==> src/rtl/sr_flag_bank.sv <==
// Purpose : bank of N set/reset status flags with per-channel reset value,
//           set/clear priority and optional rising-edge set qualifier, plus
//           pending latches, an interrupt mask and one registered interrupt.
// Latency : q and pend update on the edge sampling the request; irq follows
//           pend/mask one cycle later.
// Backpressure: none, every request is consumed on the sampling edge.
//
// Ports:
//   clk       system clock, all state on rising edge
//   rst       asynchronous active-low reset
//   set_in    per-channel set request
//   clr_in    per-channel clear request
//   pend_clr  write-1-to-clear for pending bits
//   mask_we   load mask register from mask_din
//   mask_din  new interrupt mask value (1 = enabled)
//   q         flag state
//   pend      pending bits (flag rose 0->1)
//   mask      current interrupt mask
//   irq       OR of enabled pending bits, registered

module sr_flag_bank #(
    parameter int             N            = 4,
    parameter logic [N-1:0]   RESET_VAL    = {N{1'b0}},
    parameter logic [N-1:0]   SET_PRIORITY = {N{1'b1}},
    parameter logic [N-1:0]   EDGE_MODE    = {N{1'b0}}
) (
    input  logic         clk,
    input  logic         rst,
    input  logic [N-1:0] set_in,
    input  logic [N-1:0] clr_in,
    input  logic [N-1:0] pend_clr,
    input  logic         mask_we,
    input  logic [N-1:0] mask_din,
    output logic [N-1:0] q,
    output logic [N-1:0] pend,
    output logic [N-1:0] mask,
    output logic         irq
);

    logic [N-1:0] flag_q, flag_d;
    logic [N-1:0] pend_q, pend_d;
    logic [N-1:0] mask_q, mask_d;
    logic         irq_q,  irq_d;
    logic [N-1:0] set_dly_q;
    logic [N-1:0] set_eff;
    logic [N-1:0] rise;

    // Edge-mode channels only see a set when set_in was low last cycle.
    // set_dly_q resets to 0, so a set held through reset release counts once.
    assign set_eff = set_in & ~(EDGE_MODE & set_dly_q);

    always_comb begin
        flag_d = (set_eff & ~clr_in)
               | (set_eff &  clr_in & SET_PRIORITY)
               | (~set_eff & ~clr_in & flag_q);
        rise   = flag_d & ~flag_q;
        // A rise in the same cycle as pend_clr keeps the bit set.
        pend_d = rise | (pend_q & ~pend_clr);
        mask_d = mask_we ? mask_din : mask_q;
        // Uses registered pend/mask, so irq lags them by one cycle.
        irq_d  = |(pend_q & mask_q);
    end

    always_ff @(posedge clk or negedge rst) begin
        if (!rst) begin
            flag_q    <= RESET_VAL;
            pend_q    <= '0;
            mask_q    <= '0;
            irq_q     <= 1'b0;
            set_dly_q <= '0;
        end else begin
            flag_q    <= flag_d;
            pend_q    <= pend_d;
            mask_q    <= mask_d;
            irq_q     <= irq_d;
            set_dly_q <= set_in;
        end
    end

    assign q    = flag_q;
    assign pend = pend_q;
    assign mask = mask_q;
    assign irq  = irq_q;

endmodule

==> config.mk <==
export PLATFORM = sky130hd
export DESIGN_NAME = sr_flag_bank
export DESIGN_NICKNAME = d
export VERILOG_FILES = /design/src/rtl/sr_flag_bank.sv
export SDC_FILE = /design/constraint.sdc
export NUM_CORES = 1
export LEC_CHECK = 0
export CORE_MARGIN = 1
export CORE_UTILIZATION = 35
export DETAILED_ROUTE_END_ITERATION = 8
export DONT_BUFFER_PORTS = 1
export PLACE_DENSITY = 0.53
export SLEW_MARGIN = 30
export SYNTH_ARGS = -nofsm -noshare
export SYNTH_HDL_FRONTEND = slang
export SYNTH_SLANG_ARGS = --single-unit
==> constraint.sdc <==
create_clock -name clk -period 1.5 [get_ports clk]
set_clock_uncertainty 0.1 [all_clocks]
set_input_delay 0.45 -clock clk [delete_from_list [all_inputs] [get_ports clk]]
set_output_delay 0.45 -clock clk [all_outputs]
set_load 0.05 [all_outputs]
==> run_results.csv <==
group,metric,value,unit
outcome,status,"finished, final reports clean",
power,p_total,0.802,mW
yosys,yosys.cell_types.count,7,
yosys,synth_top_family_by_area,"compound AO/OA/AOI/OAI gates",
yosys,muxShareOfSynthArea,9.40,%
sta,max-slew-margin-rel,62.7,%
global_routing,grt_pass1_vias,327,
drt,first_pass_iters,4,
die,die-area,0.00152,mm²
worst_setup_path,cp-end-kind,"primary output",
drt,drtAntennaViolNets,0,
yosys,synth_top_area_share,67.9,%
die,die_w,39,µm
yosys,syn_area,479,µm²
cts,cts_inserted_buffers,3,
yosys,ys_seq_area_share,67.9,%
sta,timing.fmax,684,MHz
yosys,yosys.area_share.simple,0.783,%
sta,post-route-min-period,1460,ps
yosys,synthesis.instances,40,
yosys,synth_fa_ha_area_share,0,%
global_routing,grt_pass1_wl,1280,µm
cts,htreeDepth,1,
drt,routed_wl,897,µm
worst_setup_path,critical_path_required,950,ps
yosys,synth_compound_area_share,12.5,%
sta,slew_viol_final,0,
yosys,yosysWarnings,0,
drt,via_per_inst,4.75,
cts,clk_path_buf_depth,2,
cts,clock_latency,260,ps
global_routing,grt.overflow.total,0,
layout,nets,69,
global_routing,grt_max_degree,14,
yosys,synth_edf_count,0,
global_routing,grt_usage,13.7,%
sta,tns,0,ps
place,io_buffer_count,0,
yosys,ys_ff_latch,13,
yosys,ys_async_sr_fraction,100,%
sta,setup_viol,0,
yosys,synthTopCellsByCount,"13 x dfrtp_1, 12 x inv_1, 4 x mux2_2, 4 x o21ai_0, 4 x o22ai_1",
place,dp_hpwl,697,µm
cts,cts.clk_slew.worst_paths,70,ps
cts,root_buffer,"clkbuf_4",
yosys,yosys_most_used_dff,"dfrtp_1",
sta,rsz0062_at_grt,"no",
power,p_leak,0.277,nW
worst_setup_path,critPathKind,"reg -> out",
yosys,synth_xor_area_share,0,%
place,routabilityCongestion,0.571,
worst_setup_path,start_kind,"flip-flop",
die,coreArea,0.00119,mm²
layout,final_layout_size_suffix_gt1_share,36.7,%
cts,clkSinkCount,13,
drt,drcViolationCount,0,
global_routing,antenna_found_initial,0,
yosys,syn_avg_cell_area,12.0,µm²
yosys,synth_area_leaders,"dfrtp_1 68%, inv_1 9.4%, mux2_2 9.4%, o22ai_1 5.2%, o21ai_0 4.2%",
drt,drt-initial-drc-count,1,
run,drv_cap,0,
die,rows,12,
sta,period_share,97.5,%
power,p_per_area,1400,mW/mm²
yosys,synth_nets,59,
yosys,synth_top_area_cell,"dfrtp_1",
layout,antenna_cells,0,
worst_setup_path,critPathMaxFanout,3,
yosys,yosysMostFrequentCell,"dfrtp_1",
drt,num_vias,299,
die,initial_core_util,40.4,%
power,vdd_drop_max,580,µV
drt,wl_per_cell,14.2,µm
cts,tritoncts,"done",
sta,hold_viol,0,
die,chipHeight,39,µm
sta,hold_ws,161,ps
layout,post-route-util,48.2,%
die,io_pins,32,
worst_setup_path,arrival,910,ps
sta,max_slew.worst_pin.slew,558,ps
layout,area_delta_synth_final,19.3,%
worst_hold_path,hp-class,"in -> reg",
cts,post_cts_buffers,0,
[logic make-up after synthesis]
family	count (synthesis)
flops	13
compound gates	10
buf+inv	12
mux	4
simple gates	1
[cell type report]
cell class	instances	area, µm²
clock buffers	4	26.3
fillers	112	614
inverters	12	45.0
multi-input cells	15	109
flip-flops and latches	13	334
well taps	14	17.5
repair buffers	5	40.0
[what timing repair did]
action	4_1_cts	5_1_grt
gates resized for setup	2	5
hold buffers	1	0
setup endpoints to repair	2	5
endpoints found under the hold margin	13	0
[routing by layer]
metal / global-route usage [%] / part of all wire, % / wire length, µm
met3: 4.05 / 8.8 / 79
met2: 22.9 / 50 / 449
met5: 0 / 0 / 0
met1: 15.1 / 41 / 369
met4: 7.76 / 0 / 0
[worst paths after layout]
| path | endpoint | slack [ps] | from | cells after the start |
|---|---|---|---|---|
| min in group asynchronous | irq$_DFF_PN0_ | 500 | rst | 1 |
| max in group asynchronous | pend[3]$_DFF_PN0_ | 390 | rst | 1 |
| worst max-delay path | mask[2] | 40 | mask[2]$_DFFE_PN0P_ | 0 |
| worst min register to register | pend[1]$_DFF_PN0_ | 590 | q[1]$_DFF_PN0_ | 2 |
| worst max register to register | q[2]$_DFF_PN0_ | 330 | q[2]$_DFF_PN0_ | 3 |
| worst min-delay path | pend[2]$_DFF_PN0_ | 160 | pend_clr[2] | 1 |
[state kept, by name, indices dropped and copies added (netlist names)]
register,count
irq,1
q,4
mask,4
pend,4
[layout by cell type (no fill, tap or decap)]
cell and instances:
a22oi_1 2, buf_4 4, clkbuf_1 1, clkbuf_4 3
dfrtp_1 6, dfrtp_2 7, dlygate4sd3_1 1, inv_1 12
mux2_2 4, nand2_1 1, o21ai_0 4, o22ai_1 4
[power breakdown]
part           internal, mW  total [mW]  switching [mW]  leakage [nW]
clock network         0.103       0.206           0.104        0.0150
logic                0.0340      0.0687          0.0347         0.118
registers             0.386       0.526           0.141         0.144
total                 0.523       0.802           0.279         0.277
[through the flow]
step                      worst slack, ps  instances  instance area, µm²
after floorplan                       335         40                 479
after global placement                302         58                 527
final                                37.3         63                 572
after global routing                 7.84         63                 572
after detailed placement              298         58                 527
after CTS                            1.07         63                 566
[worst reg2reg max path: cells and delay by family, from the launching register on]
family                 cells  cell delay, ps
AOI/OAI and AO/OA          1             130
buffers and inverters      2             230
DFF                        1             640
(Power assumes the default switching activity.)
